===== src/rtl/progmem_arbiter.sv =====
// Arbitrates the single-port program memory between instruction fetch and the loader/debug port.
// Define PMEM_STARVE_GUARD_EN to bound loader bursts (burst_cnt/owe_fetch); otherwise the loader may starve fetch.
module progmem_arbiter #(
    parameter int AW        = 14,
    parameter int DW        = 32,
    parameter int MAX_BURST = 8
) (
    input  logic          clk,
    input  logic          rst,
    input  logic [AW-1:0] fetch_addr,
    input  logic          cpu_hold,
    output logic          fetch_en,
    output logic [DW-1:0] fetch_data,
    input  logic          ld_req,
    input  logic          ld_we,
    input  logic [AW-1:0] ld_addr,
    input  logic [DW-1:0] ld_wdata,
    input  logic          ld_lock,
    output logic          ld_ack,
    output logic [DW-1:0] ld_rdata,
    output logic          pmem_busy,
    output logic [AW-1:0] mem_addr,
    output logic          mem_we,
    output logic [DW-1:0] mem_wdata,
    input  logic [DW-1:0] mem_rdata
);

    typedef enum logic [1:0] {
        RUN     = 2'd0,
        LD_ACC  = 2'd1,
        LD_ACK  = 2'd2,
        LD_IDLE = 2'd3
    } state_t;

    state_t state_q, state_d;
    logic   take;

`ifdef PMEM_STARVE_GUARD_EN
    localparam logic [7:0] MAX_B = 8'(MAX_BURST);
    logic [7:0] burst_cnt_q, burst_cnt_d;
    logic       owe_fetch_q, owe_fetch_d;
`else
    logic unused_lock;
    assign unused_lock = ld_lock;
`endif

    assign fetch_data = mem_rdata;
    assign pmem_busy  = (state_q != RUN);

    always_comb begin
        state_d   = state_q;
        mem_addr  = fetch_addr;
        mem_we    = 1'b0;
        mem_wdata = ld_wdata;
        fetch_en  = 1'b0;
        ld_ack    = 1'b0;
        ld_rdata  = '0;
`ifdef PMEM_STARVE_GUARD_EN
        burst_cnt_d = burst_cnt_q;
        owe_fetch_d = owe_fetch_q;
        take        = ld_req && (!owe_fetch_q || ld_lock);
`else
        take        = ld_req;
`endif
        case (state_q)
            RUN: begin
                fetch_en = !cpu_hold && !take;
                if (take) state_d = LD_ACC;
`ifdef PMEM_STARVE_GUARD_EN
                if (fetch_en) owe_fetch_d = 1'b0;
`endif
            end
            LD_ACC: begin
                mem_addr = ld_addr;
                mem_we   = ld_we;
                state_d  = LD_ACK;
            end
            LD_ACK: begin
                mem_addr = ld_addr;
                ld_ack   = 1'b1;
                ld_rdata = mem_rdata;
                state_d  = LD_IDLE;
`ifdef PMEM_STARVE_GUARD_EN
                if (burst_cnt_q < MAX_B) burst_cnt_d = burst_cnt_q + 8'd1;
`endif
            end
            LD_IDLE: begin
`ifdef PMEM_STARVE_GUARD_EN
                if (ld_req && (ld_lock || burst_cnt_q < MAX_B)) begin
                    state_d = LD_ACC;
                end else begin
                    // Burst exhausted with a pending request: owe fetch one slot first.
                    burst_cnt_d = '0;
                    if (ld_req) owe_fetch_d = 1'b1;
                    state_d = RUN;
                end
`else
                state_d = ld_req ? LD_ACC : RUN;
`endif
            end
            default: state_d = RUN;
        endcase
    end

    always_ff @(posedge clk) begin
        if (!rst) begin
            state_q <= RUN;
`ifdef PMEM_STARVE_GUARD_EN
            burst_cnt_q <= '0;
            owe_fetch_q <= 1'b0;
`endif
        end else begin
            state_q <= state_d;
`ifdef PMEM_STARVE_GUARD_EN
            burst_cnt_q <= burst_cnt_d;
            owe_fetch_q <= owe_fetch_d;
`endif
        end
    end

endmodule


===== config.mk =====
export PLATFORM = sky130hd
export DESIGN_NAME = progmem_arbiter
export DESIGN_NICKNAME = d
export VERILOG_FILES = /design/src/rtl/progmem_arbiter.sv
export SDC_FILE = /design/constraint.sdc
export NUM_CORES = 1
export LEC_CHECK = 0
export BUFFER_PORTS_ARGS = -buffer_cell sky130_fd_sc_hd__buf_2
export CAP_MARGIN = 10
export CORE_MARGIN = 8
export CORE_UTILIZATION = 25
export CTS_CLUSTER_SIZE = 30
export DETAILED_ROUTE_END_ITERATION = 12
export PLACE_DENSITY = 0.81
export SYNTH_ARGS = -nofsm -noshare
export SYNTH_HDL_FRONTEND = slang
export SYNTH_SLANG_ARGS = --single-unit

===== constraint.sdc =====
create_clock -name clk -period 2.4 [get_ports clk]
set_clock_uncertainty 0.15 [all_clocks]
set_input_delay 0.48 -clock clk [delete_from_list [all_inputs] [get_ports clk]]
set_output_delay 0.48 -clock clk [all_outputs]
set_load 0.01 [all_outputs]

==> load_flow_metrics.sql, run 1 <==
INSERT INTO impl_metrics (metric_group, metric, value, unit) VALUES
('run_status', 'outcome', 'complete, no violations', ''),
('clock_tree', 'insertion_delay', '0.21', 'ns'),
('floorplanning', 'top_level_ports', '212', ''),
('finish', 'multiInputGateArea', '510', 'um^2'),
('finish', 'final-instance-count-excl-fill', '268', ''),
('clock_tree', 'cts_root_buf', 'sky130_fd_sc_hd__clkbuf_8', ''),
('global_route', 'grt_use_total', '0.0886', ''),
('worst_hold_path', 'worstHoldPathType', 'input pin to register', ''),
('finish', 'drive_gt1_frac', '0.778', ''),
('detailed_routing', 'drt_first_iter_violations', '20', ''),
('finish', 'areaGrowthSynthToFinish', '31.0', '%'),
('placed_design', 'dpl.cell_count', '265', ''),
('detailed_routing', 'ant_nets', '0', ''),
('critical_path', 'crit_required', '1.77', 'ns'),
('timing', 'tightestPinTransition', '0.394', 'ns'),
('critical_path', 'critical_path.reg2reg.endpoint', 'state_q[1]', ''),
('detailed_routing', 'wl_per_cell', '13.7', 'um'),
('global_route', 'grt_max_degree', '34', ''),
('timing', 'period_needed', '2.26', 'ns'),
('clock_tree', 'cts.sinks', '2', ''),
('floorplanning', 'die_x', '81.9', 'um'),
('pwr', 'cellPowerDensity', '964', 'nW/um^2'),
('critical_path', 'worstSetupPathType', 'register to output pin', ''),
('critical_path', 'critPathTopFamily', 'buffers and inverters', ''),
('floorplanning', 'die-area', '6710', 'um^2'),
('critical_path', 'crit_path_top_delay_cell', 'sky130_fd_sc_hd__dfxtp_1', ''),
('global_route', 'via_count_of_the_first_global_routing_pass', '1043', ''),
('finish', 'final_standard_cell_utilization_of_the_core', '0.334', ''),
('yosys', 'synthCells', '134', ''),
('pwr', 'static-leakage-power', '0.933', 'nW'),
('floorplanning', 'coreArea', '4260', 'um^2'),
('finish', 'diodes', '0', ''),
('timing', 'maxSlewHeadroom', '0.737', ''),
('global_route', 'grt_first_pass_wirelength', '4830', 'um'),
('detailed_routing', 'finalWirelength', '3670', 'um'),
('pwr', 'vdd_ir_drop_max', '0.401', 'mV'),
('finish', 'reg.largest.list', 'state_q x2', ''),
('finish', 'largest_register_ff_count', '2', ''),
('pwr', 'net-switching-power', '605', 'uW'),
('pwr', 'share_seq_of_total_power', '0.051', ''),
('pwr', 'power', '1.37', 'mW'),
('clock_tree', 'htree_num_levels', '1', ''),
('finish', 'num-fill-cells', '465', ''),
('finish', 'largest_register', 'state_q', ''),
('floorplanning', 'std_cell_rows', '24', ''),
('timing', 'fin_setup_tns', '0', 'ns'),
('placed_design', 'dpl_wire_length', '3370', 'um'),
('yosys', 'synth-seq-area-share', '0.0369', ''),
('timing', 'fmax', '442', 'MHz'),
('detailed_routing', 'route.vias.total', '1042', ''),
('floorplanning', 'height_of_the_die', '81.9', 'um'),
('worst_hold_path', 'min_delay_path_depth', '3', ''),
('critical_path', 'worst-path-max-fanout', '10', ''),
('worst_hold_path', 'hp-start', 'rst', ''),
('worst_hold_path', 'worst_hold_endpoint', 'state_q[1]', ''),
('pwr', 'power.internal', '767', 'uW'),
('timing', 'grt_setup_unrepaired', 'no', ''),
('yosys', 'synth-seq-cells', '2', ''),
('global_route', 'antenna_found_initial', '0', ''),
('critical_path', 'arrival_time_reported_for_the_critical_path_endpoint', '1.63', 'ns'),
('floorplanning', 'initial_utilization', '0.255', ''),
('critical_path', 'crit_chain', 'inv_1 > ha_1 > buf_6 > mux2_4 > buf_2', ''),
('critical_path', 'critPathBufInv', '3', ''),
('yosys', 'netlist_area', '1090', 'um^2'),
('finish', 'postLayoutCellArea', '1420', 'um^2'),
('clock_tree', 'post_cts_buffers', '0', ''),
('timing', 'slew_viol_final', '0', ''),
('critical_path', 'reg2reg_from', 'state_q[0]', ''),
('placed_design', 'gpl.final_weighted_congestion', '0.701', ''),
('critical_path', 'critPathMaxStageDelay', '0.35', 'ns'),
('clock_tree', 'maximum_buffer_depth_of_the_clock_tree', '2', '');
routing by layer:
| layer | up-vias | GRT usage | routed length (um) |
|---|---|---|---|
| li1 | 519 | - | - |
| met3 | 2 | 0.0416 | 711 |
| met5 | - | 0 | 0 |
| met1 | 421 | 0.0843 | 1120 |
| met4 | 0 | 0.0211 | 19 |
| met2 | 100 | 0.167 | 1820 |
cells in the final DEF, fill, tap and decap left out, drive strengths merged:
master / n
buf: 148
and2: 33
mux2: 14
ha: 5
inv: 4
clkbuf: 3
nor2: 2
dfxtp: 2
nand2b: 1
mux2i: 1
a211oi: 1
o21ai: 1
a221oi: 1
cells by family (layout without fill, tap and decap cells):
logic type      after synthesis  after routing  synth area share
flops                         2              2            0.0369
mux                          15             15             0.185
compound gates                3              3            0.0196
fa+ha+maj                     5              5            0.0576
simple gates                 36             36             0.205
buf+inv                      73            155             0.495
power groups by stage:
stage                     clock, mW  combinational [mW]  sequential (mW)
after CTS                     0.130                1.18           0.0680
final                         0.129                1.17           0.0700
after detailed placement          0                1.18           0.0685
after floorplan                   0               0.916           0.0645
after global placement            0                1.15           0.0671
after global routing          0.140                1.28           0.0741
worst min-delay path: cells and delay by family:
kind / cells / cell delay [ns]
simple gates: 1 / 0.04
buf+inv: 2 / 0.15
synth_stat cells, drive strengths merged:
library cell,count,area share
o21ai,1,0.0046
nand2b,1,0.0081
mux2i,1,0.0092
buf,66,0.47
ha,5,0.058
inv,4,0.014
a221oi,1,0.0081
clkbuf,3,0.010
mux2,14,0.18
and2,33,0.19
dfxtp,2,0.037
nor2,2,0.0069
a211oi,1,0.0069
area by class of cell:
class / count / share of cell area
timing repair buffer: 148 / 0.527
multi-input combinational: 59 / 0.359
tap: 52 / 0.0457
sequential: 2 / 0.0290
clock buffer: 3 / 0.0290
inverter: 4 / 0.0106
stage by stage:
| stage | hold slack [ns] | setup slack (ns) |
|---|---|---|
| final | 0.363 | 0.135 |
| after global routing | 0.392 | 0.0497 |
| after CTS | 0.366 | 0.0552 |
| after detailed placement | 0.410 | 0.282 |
| after global placement | 0.404 | 0.311 |
| after floorplan | 0.377 | 0.472 |
worst max-delay path by stage:
stage / from / to / slack (ns) / cells after the start
floorplan: state_q[0] / mem_addr[10] / 0.47 / 5
global placement: state_q[1] / mem_addr[7] / 0.31 / 5
detailed placement: state_q[0] / ld_rdata[2] / 0.28 / 4
CTS: state_q[0] / ld_rdata[2] / 0.06 / 4
global route: state_q[0] / mem_addr[0] / 0.05 / 5
finish: state_q[0] / mem_addr[7] / 0.14 / 5
what timing repair did:
action | 4_1_cts | 5_1_grt
hold buffers | 0 | 0
setup endpoints to repair | 0 | 41
gates resized for setup | 0 | 3
Note: power is estimated with default switching activity, not from simulation.
==> run 2: changes to the inputs <==
- CELL_PAD_IN_SITES_DETAIL_PLACEMENT: unset -> 0
- CELL_PAD_IN_SITES_GLOBAL_PLACEMENT: unset -> 1
- CORE_UTILIZATION: 25 -> 14
==> load_flow_metrics.sql, run 2 (synthesis results as in run 1) <==
INSERT INTO impl_metrics (metric_group, metric, value, unit) VALUES
('critical_path', 'worst-path-max-fanout', '10', ''),
('clock_tree', 'tritoncts', 'done', ''),
('timing', 'postLayoutSetupSlackWorst', '0.103', 'ns'),
('placed_design', 'dpl.cell_count', '316', ''),
('timing', 'grt_setup_unrepaired', 'no', ''),
('floorplanning', 'die_x', '104', 'um'),
('job', 'cap_viol_max_count', '0', ''),
('pwr', 'share_seq_of_total_power', '0.049', ''),
('critical_path', 'critical_path.endpoint_type', 'output pin', ''),
('timing', 'fin_setup_tns', '0', 'ns'),
('finish', 'reg.largest.list', 'state_q x2', ''),
('pwr', 'clock_power_share', '0.098', ''),
('clock_tree', 'post_cts_buffers', '0', ''),
('global_route', 'via_count_of_the_first_global_routing_pass', '1210', ''),
('detailed_routing', 'ant_nets', '0', ''),
('floorplanning', 'initial_utilization', '0.143', ''),
('timing', 'fmax', '435', 'MHz'),
('finish', 'nets', '322', ''),
('detailed_routing', 'route.vias.total', '1072', ''),
('critical_path', 'critPathBufInv', '3', ''),
('finish', 'final-instance-count-excl-fill', '319', ''),
('timing', 'tightestPinTransition', '0.251', 'ns'),
('floorplanning', 'height_of_the_die', '104', 'um'),
('finish', 'postLayoutCellArea', '1500', 'um^2'),
('placed_design', 'dpl_wire_length', '3670', 'um'),
('timing', 'final_worst_path_period_share', '0.957', ''),
('clock_tree', 'cts.sinks', '2', ''),
('global_route', 'grt_first_pass_wirelength', '6440', 'um'),
('critical_path', 'startpoint_type', 'register', ''),
('clock_tree', 'insertion_delay', '0.22', 'ns'),
('placed_design', 'pre_cts_ws', '0.305', 'ns'),
('floorplanning', 'coreArea', '7610', 'um^2'),
('timing', 'slew_viol_final', '0', ''),
('critical_path', 'crit_path_top_delay_cell', 'sky130_fd_sc_hd__dfxtp_1', ''),
('run_status', 'outcome', 'complete, no violations', ''),
('pwr', 'power.internal', '776', 'uW'),
('placed_design', 'port_buffers', '146', ''),
('detailed_routing', 'dr.pass1.iters', '4', ''),
('timing', 'period_needed', '2.30', 'ns'),
('floorplanning', 'die-area', '10800', 'um^2'),
('finish', 'largest_register_ff_count', '2', ''),
('critical_path', 'worstSetupPathType', 'register to output pin', ''),
('timing', 'setup_violations', '0', ''),
('finish', 'diodes', '0', ''),
('critical_path', 'crit_chain', 'inv_1 > ha_1 > buf_4 > mux2_4 > buf_2', ''),
('global_route', 'gr-total-overflow', '0', ''),
('pwr', 'switching_share', '0.445', ''),
('floorplanning', 'std_cell_rows', '32', ''),
('finish', 'final_common_cell', 'sky130_fd_sc_hd__buf_2', ''),
('pwr', 'combPwrFrac', '0.853', ''),
('clock_tree', 'number_of_buffers_created_by_cts', '3', ''),
('pwr', 'static-leakage-power', '0.942', 'nW'),
('finish', 'final_standard_cell_utilization_of_the_core', '0.197', ''),
('worst_hold_path', 'worstHoldPathType', 'input pin to register', ''),
('clock_tree', 'clkTransAtPathRegs', '0.03', 'ns'),
('timing', 'finalHoldViolCount', '0', ''),
('detailed_routing', 'wl_per_cell', '12.6', 'um'),
('finish', 'largest_register', 'state_q', ''),
('critical_path', 'critPathTopFamily', 'buffers and inverters', ''),
('floorplanning', 'top_level_ports', '212', ''),
('critical_path', 'arrival_time_reported_for_the_critical_path_endpoint', '1.67', 'ns'),
('clock_tree', 'cts_root_buf', 'sky130_fd_sc_hd__clkbuf_8', ''),
('pwr', 'cellPowerDensity', '934', 'nW/um^2'),
('placed_design', 'post_dp_cell_area', '1460', 'um^2'),
('pwr', 'net-switching-power', '622', 'uW'),
('detailed_routing', 'finalWirelength', '4030', 'um'),
('detailed_routing', 'route.detailed.drc', '0', ''),
('critical_path', 'crit_required', '1.77', 'ns'),
('timing', 'maxSlewHeadroom', '0.832', ''),
('clock_tree', 'number_of_buffers_inserted_for_hold_repair_after_clock_tree_synthesis', '0', ''),
('clock_tree', 'htree_num_levels', '1', ''),
('clock_tree', 'maximum_buffer_depth_of_the_clock_tree', '2', ''),
('finish', 'drive_gt1_frac', '0.770', ''),
('clock_tree', 'cts_resized', '0', ''),
('finish', 'areaGrowthSynthToFinish', '37.9', '%'),
('detailed_routing', 'avgViaCountPerCell', '3.36', ''),
('global_route', 'grt_use_total', '0.0706', ''),
('pwr', 'power', '1.40', 'mW'),
('detailed_routing', 'drt_first_iter_violations', '9', ''),
('placed_design', 'gpl.final_weighted_congestion', '0.728', ''),
('global_route', 'grt_max_degree', '29', ''),
('pwr', 'vdd_ir_drop_max', '0.397', 'mV'),
('critical_path', 'critPathMaxStageDelay', '0.38', 'ns'),
('global_route', 'antenna_found_initial', '0', ''),
('timing', 'whs', '0.365', 'ns'),
('finish', 'layout.cells.most_common_list', 'sky130_fd_sc_hd__buf_2, sky130_fd_sc_hd__and2_1, sky130_fd_sc_hd__mux2_4', '');
-- run 2: cell types whose count changed in the layout (fill, tap and decap cells not counted), sizes merged --
cell / before / now
buf: 148 / 149
-- run 2: final timing paths --
| path | end | cells after the start | slack (ns) | start |
|---|---|---|---|---|
| worst max register to register | state_q[1] | 5 | 0.97 | state_q[0] |
| worst min-delay path | state_q[1] | 3 | 0.36 | rst |
| worst max-delay path | mem_addr[7] | 5 | 0.10 | state_q[1] |
| worst min register to register | state_q[1] | 2 | 0.41 | state_q[1] |
-- run 2: layout make-up --
cell class | count | area [um^2]
Inverter | 4 | 15.0
Clock buffer | 3 | 41.3
Sequential cell | 2 | 40.0
Multi-Input combinational cell | 59 | 508
Tap cell | 102 | 128
Fill cell | 881 | 6110
Timing Repair Buffer | 149 | 766
-- run 2: power by group through the flow --
stage	clock network [mW]	registers (mW)	logic, mW
6_report	0.137	0.0682	1.19
3_5_place_dp	0	0.0697	1.23
3_3_place_gp	0	0.0676	1.21
4_1_cts	0.142	0.0691	1.23
2_1_floorplan	0	0.0645	0.916
5_1_grt	0.145	0.0710	1.31
-- run 2: routing by layer --
| layer | wire length, um | track usage | up-vias |
|---|---|---|---|
| met4 | 49 | 0.0259 | 0 |
| met2 | 2130 | 0.132 | 74 |
| met5 | 0 | 0 | - |
| met1 | 1300 | 0.0609 | 473 |
| met3 | 555 | 0.0403 | 5 |
| li1 | - | - | 520 |
-- run 2: worst min-delay path, stage by stage --
cell and delay (ns):
sky130_fd_sc_hd__buf_2 0.08, sky130_fd_sc_hd__inv_1 0.05, sky130_fd_sc_hd__nor2_1 0.09
